**src/rtl/lcd_scanout.sv**
```systemverilog
// Parallel-RGB LCD scan-out: sync/DEN timing, pixel FIFO with frame resync, sticky underflow.
// Optional colour-bar generator is compiled in with `define LCD_TEST_PATTERN_EN.
module lcd_scanout #(
    parameter int H_ACTIVE   = 800,
    parameter int H_FP       = 40,
    parameter int H_SYNC     = 128,
    parameter int H_BP       = 88,
    parameter int V_ACTIVE   = 480,
    parameter int V_FP       = 13,
    parameter int V_SYNC     = 3,
    parameter int V_BP       = 32,
    parameter int FIFO_DEPTH = 16
) (
    input  logic        clk,
    input  logic        reset_n,
    input  logic [23:0] pix_data,
    input  logic        pix_sof,
    input  logic        pix_valid,
    output logic        pix_ready,
    output logic [23:0] RGB,
    output logic        DEN,
    output logic        HSD,
    output logic        VSD,
    input  logic        test_en,
    input  logic        underflow_clr,
    output logic        underflow,
    output logic        frame_start
);

    localparam int H_TOTAL = H_ACTIVE + H_FP + H_SYNC + H_BP;
    localparam int V_TOTAL = V_ACTIVE + V_FP + V_SYNC + V_BP;
    localparam int HW      = $clog2(H_TOTAL);
    localparam int VW      = $clog2(V_TOTAL);
    localparam int AW      = $clog2(FIFO_DEPTH);

    localparam logic [HW-1:0] H_LAST    = HW'(H_TOTAL - 1);
    localparam logic [HW-1:0] H_ACT_END = HW'(H_ACTIVE);
    localparam logic [HW-1:0] HS_FIRST  = HW'(H_ACTIVE + H_FP);
    localparam logic [HW-1:0] HS_LAST   = HW'(H_ACTIVE + H_FP + H_SYNC - 1);
    localparam logic [VW-1:0] V_LAST    = VW'(V_TOTAL - 1);
    localparam logic [VW-1:0] V_ACT_END = VW'(V_ACTIVE);
    localparam logic [VW-1:0] VS_FIRST  = VW'(V_ACTIVE + V_FP);
    localparam logic [VW-1:0] VS_LAST   = VW'(V_ACTIVE + V_FP + V_SYNC - 1);

    logic          run_reg;
    logic [HW-1:0] h_cnt_reg, h_cnt_next;
    logic [VW-1:0] v_cnt_reg, v_cnt_next;
    logic [AW:0]   wr_ptr_reg, rd_ptr_reg;
    logic [24:0]   fifo_mem [FIFO_DEPTH];
    logic [24:0]   head_word;
    logic          lost_sync_reg, lost_sync_next;
    logic [23:0]   rgb_reg, rgb_next;
    logic          den_reg, hsd_reg, vsd_reg, frame_start_reg;
    logic          underflow_reg, underflow_next;
    logic          fifo_empty, fifo_full, push, pop, discard, uf_event;
    logic          h_active, v_active, pix_active, at_origin, h_sync, v_sync;
    logic          pattern_mode;
    logic [23:0]   pattern_rgb;

    assign fifo_empty = (wr_ptr_reg == rd_ptr_reg);
    assign fifo_full  = (wr_ptr_reg[AW] != rd_ptr_reg[AW]) &&
                        (wr_ptr_reg[AW-1:0] == rd_ptr_reg[AW-1:0]);
    assign pix_ready  = run_reg && !fifo_full;
    assign push       = pix_valid && pix_ready;
    assign head_word  = fifo_mem[rd_ptr_reg[AW-1:0]];

    assign h_active   = (h_cnt_reg < H_ACT_END);
    assign v_active   = (v_cnt_reg < V_ACT_END);
    assign pix_active = run_reg && h_active && v_active;
    assign at_origin  = (h_cnt_reg == '0) && (v_cnt_reg == '0);
    assign h_sync     = (h_cnt_reg >= HS_FIRST) && (h_cnt_reg <= HS_LAST);
    assign v_sync     = (v_cnt_reg >= VS_FIRST) && (v_cnt_reg <= VS_LAST);

`ifdef LCD_TEST_PATTERN_EN
    localparam int BAR_W = (H_ACTIVE >= 8) ? (H_ACTIVE / 8) : 1;
    logic [6:0] bar_past;
    logic [2:0] bar_idx;
    genvar gi;
    // Thermometer of bar boundaries already passed on this line gives the bar index.
    for (gi = 0; gi < 7; gi++) begin : g_bar_edge
        assign bar_past[gi] = (h_cnt_reg >= HW'((gi + 1) * BAR_W));
    end
    assign bar_idx      = 3'($countones(bar_past));
    assign pattern_rgb  = {{8{~bar_idx[1]}}, {8{~bar_idx[2]}}, {8{~bar_idx[0]}}};
    assign pattern_mode = test_en;
`else
    logic unused_test_en;
    assign unused_test_en = test_en;
    assign pattern_rgb    = '0;
    assign pattern_mode   = 1'b0;
`endif

    always_comb begin
        h_cnt_next = h_cnt_reg;
        v_cnt_next = v_cnt_reg;
        if (run_reg) begin
            if (h_cnt_reg == H_LAST) begin
                h_cnt_next = '0;
                v_cnt_next = (v_cnt_reg == V_LAST) ? '0 : v_cnt_reg + 1'b1;
            end else begin
                h_cnt_next = h_cnt_reg + 1'b1;
            end
        end
    end

    // Pixel sourcing: only an sof word may open a frame, and an sof word seen
    // anywhere else kills the rest of that frame until vertical blanking.
    always_comb begin
        pop            = 1'b0;
        discard        = 1'b0;
        uf_event       = 1'b0;
        rgb_next       = '0;
        lost_sync_next = lost_sync_reg;
        if (run_reg && !v_active) begin
            lost_sync_next = 1'b0;
        end
        if (pattern_mode) begin
            if (pix_active) begin
                rgb_next = pattern_rgb;
            end
        end else if (pix_active) begin
            if (lost_sync_reg || fifo_empty) begin
                uf_event = 1'b1;
            end else if (head_word[24] != at_origin) begin
                uf_event       = 1'b1;
                lost_sync_next = 1'b1;
            end else begin
                pop      = 1'b1;
                rgb_next = head_word[23:0];
            end
        end else if (run_reg && !v_active && !fifo_empty && !head_word[24]) begin
            discard = 1'b1;
        end
        underflow_next = uf_event | (underflow_reg & ~underflow_clr);
    end

    always_ff @(posedge clk) begin
        if (push) begin
            fifo_mem[wr_ptr_reg[AW-1:0]] <= {pix_sof, pix_data};
        end
    end

    always_ff @(posedge clk or negedge reset_n) begin
        if (!reset_n) begin
            run_reg         <= 1'b0;
            h_cnt_reg       <= '0;
            v_cnt_reg       <= '0;
            wr_ptr_reg      <= '0;
            rd_ptr_reg      <= '0;
            lost_sync_reg   <= 1'b0;
            rgb_reg         <= '0;
            den_reg         <= 1'b0;
            hsd_reg         <= 1'b1;
            vsd_reg         <= 1'b1;
            frame_start_reg <= 1'b0;
            underflow_reg   <= 1'b0;
        end else begin
            run_reg         <= 1'b1;
            h_cnt_reg       <= h_cnt_next;
            v_cnt_reg       <= v_cnt_next;
            if (push) begin
                wr_ptr_reg <= wr_ptr_reg + 1'b1;
            end
            if (pop || discard) begin
                rd_ptr_reg <= rd_ptr_reg + 1'b1;
            end
            lost_sync_reg   <= lost_sync_next;
            rgb_reg         <= rgb_next;
            den_reg         <= pix_active;
            hsd_reg         <= ~h_sync;
            vsd_reg         <= ~v_sync;
            frame_start_reg <= pix_active && at_origin;
            underflow_reg   <= underflow_next;
        end
    end

    assign RGB         = rgb_reg;
    assign DEN         = den_reg;
    assign HSD         = hsd_reg;
    assign VSD         = vsd_reg;
    assign frame_start = frame_start_reg;
    assign underflow   = underflow_reg;

endmodule

```
**config.mk**
```make
export PLATFORM = sky130hd
export DESIGN_NAME = lcd_scanout
export DESIGN_NICKNAME = d
export VERILOG_FILES = /design/src/rtl/lcd_scanout.sv
export SDC_FILE = /design/constraint.sdc
export NUM_CORES = 1
export LEC_CHECK = 0
export CAP_MARGIN = 0
export CELL_PAD_IN_SITES_DETAIL_PLACEMENT = 0
export CELL_PAD_IN_SITES_GLOBAL_PLACEMENT = 1
export CORE_MARGIN = 2
export CORE_UTILIZATION = 40
export CTS_CLUSTER_DIAMETER = 200
export DETAILED_ROUTE_END_ITERATION = 6
export HOLD_SLACK_MARGIN = 0.1
export PLACE_DENSITY_LB_ADDON = 0.1
export SETUP_SLACK_MARGIN = 0.05
export SYNTH_ARGS = -nofsm -noshare
export SYNTH_HDL_FRONTEND = slang
export SYNTH_SLANG_ARGS = --single-unit
```
**constraint.sdc**
```tcl
create_clock -name clk -period 5.2 [get_ports clk]
set_input_delay 0.52 -clock clk [delete_from_list [all_inputs] [get_ports clk]]
set_output_delay 0.52 -clock clk [all_outputs]
set_load 0.01 [all_outputs]
```
==> results.yml <==
global_route:
  grt_pass1_vias: 9051
  grt.overflow.total: 0
  grt_first_pass_wirelength_um: 58300
  grt_usage_pct: 17.3
  grt_max_degree: 63
  antenna_found_initial: 0
setup_path:
  reg2reg_slack_ns: 1.37
  r2r_start: "rd_ptr_reg[1]"
  reg2reg_depth: 7
  crit_arrival_ns: 4.06
  path_max_fanout: 55
  criticalPathCategory: "reg2reg"
  cp-start-kind: "flop"
  worstPathRequired_ns: 5.43
  r2r_end: "fifo_mem[2][19]"
  endpoint_kind: "flop"
placement:
  place_area_um2: 19400
  place_hpwl_um: 21700
  gp_congestion: 0.743
  io_buffers: 58
timing:
  grt_setup_unrepaired: "false"
  post-route-min-period_ns: 3.83
  final-setup-viol-count: 0
  drv_slew: 0
  maxSlewHeadroom_pct: 25.2
  max_freq_mhz: 261
  finClkSkew_ns: 0.0155
  fin_setup_tns_ns: 0
  hold_violations: 0
  post-route-period-util_pct: 73.7
  tightest_slew_ns: 1.12
cells_and_area:
  fill_cells: 3617
  drive_above_1_share_pct: 25.4
  finalNetCount: 973
  final_cell_area_um2: 21000
  n_antenna_cell: 0
  seq_area_um2: 13600
  multi_input_area_um2: 4220
  syn_to_final_growth_pct: 17.1
  largest_reg_flops: 400
logic_synthesis:
  synth_top_area_share_pct: 67.1
  synth_most_common_cell: "edfxtp_1"
  synthArstFlopShare_pct: 13.4
  syn_area_um2: 17900
  ys_warn_count: 0
  syn_nets: 869
  synth_edf_count: 400
  synth.distinct_cells: 53
  yosys.area.top_type: "edfxtp_1"
  syn_area_per_cell_um2: 21.6
  synthCells: 828
  synth.area.top_cells: "edfxtp_1 (67%), mux4_2 (15%), dfrtp_1 (8.4%)"
  synth_common_cells: "edfxtp_1 (400), mux4_2 (121), dfrtp_1 (60)"
  synth_ff_type: "edfxtp_1"
  ys_seq_elements: 462
  seq_area_frac_synth_pct: 75.8
die:
  num_rows: 77
  pin_count: 60
  die_area_um2: 46400
  core-area_um2: 44200
  start_util_pct: 40.5
  die_w_um: 215
  die_h_um: 215
clock_tree:
  postCtsSetupBuffers: 0
  clk_path_buf_depth: 3
  clkTransAtPathRegs_ns: 0.06
  h-tree-depth: 2
  clock-sinks: 462
  cts_root_buf: "clkbuf_16"
  cts_tree: "done"
  insertion_delay_ns: 0.58
  numCtsBuffers: 51
  cts_resized: 0
  cts_hold_buf: 0
run:
  drv_cap: 0
power_and_ir_drop:
  power_density_nw_per_um2: 472
  p_leak_uw: 0.00688
  ir_drop_mv: 0.253
min_path:
  hp-class: "in2async"
route:
  num_vias: 8395
  viasPerCell: 5.37
  drt.antenna.violating_nets: 0
  drtPass1Iterations: 5
  wirelength_um: 39200
  drtIter0Drc: 689
  drc: 0
  avgRoutedWirePerCell_um: 25.1
outcome:
  status: "finished clean"
worst max-delay path by stage:
stage / startpoint / to / slack, ns / depth (start not counted)
2_1_floorplan: rd_ptr_reg[1] / fifo_mem[3][0] / 1.54 / 8
3_3_place_gp: rd_ptr_reg[1] / fifo_mem[3][7] / 1.26 / 7
3_5_place_dp: rd_ptr_reg[1] / fifo_mem[3][7] / 1.21 / 7
4_1_cts: rd_ptr_reg[1] / fifo_mem[3][2] / 1.19 / 7
5_1_grt: rd_ptr_reg[1] / fifo_mem[3][7] / 1.05 / 7
6_report: rd_ptr_reg[1] / fifo_mem[2][19] / 1.37 / 7
cell type report:
cell class	instances	share of cell area, %
Sequential cell	462	64.8
Multi-Input combinational cell	318	20.2
Clock buffer	72	6.75
Timing Repair Buffer	86	3.76
Tap cell	592	3.54
Clock inverter	21	0.770
Inverter	13	0.233
worst max-delay path, stage by stage, from the launching register on:
cell and delay, ns:
dfrtp_4 0.99, xor2_1 0.25, nor4_2 0.12, nand2b_1 0.09, and3_1 0.39, nand2_1 0.31
nor3_2 0.82, buf_4 0.51
cells in the final DEF (no fill, tap or decap), drive strengths merged, types with 3 or more instances in the layout:
cell	n
buf	29
nand4	9
nand2b	5
xnor2	16
edfxtp	400
clkbuf	72
clkdlybuf4s50	57
clkinv	17
nor2b	25
dfrtp	60
nor2	26
mux2i	3
nor3	4
nand2	18
mux2	4
ha	11
mux4	124
xor2	11
inv	13
or3	3
o21ai	7
and3	11
a21oi	4
a211oi	3
nand3	10
cells by family after synthesis:
family	after synthesis	synth area share [%]
flops	462	75.8
mux	131	16.1
simple gates	123	3.84
buf+inv	48	1.15
xor+xnor	27	1.36
compound gates	25	0.930
fa+ha+maj	11	0.769
other cells	1	0.0210
stage by stage:
stage	setup slack [ns]	instances	util, %	power, uW	hold WS (ns)
detailed placement	1.21	1471	43.8	6640	0.488
floorplan	1.54	828	-	6020	0.224
global placement	1.26	1471	43.8	6580	0.480
global route	1.05	1564	47.4	10300	0.162
CTS	1.19	1564	47.4	10000	0.117
finish	1.37	1564	47.4	9900	0.0973
per-layer routing:
metal / vias to the layer above / routed length (um) / global-route usage (%)
met3: 43 / 1740 / 2.82
met1: 4552 / 17000 / 23.0
met4: 0 / 578 / 4.92
met5: - / 0 / 0
met2: 192 / 19900 / 29.6
li1: 3608 / - / -
where the power goes:
part           internal (uW)  leakage, uW  switching (uW)  total (uW)
registers               4270      0.00442             212        4480
logic                   1070      0.00169             953        2030
clock network           1990     0.000767            1400        3390
total                   7330      0.00688            2570        9900
Note: power is estimated with default switching activity, not from simulation.
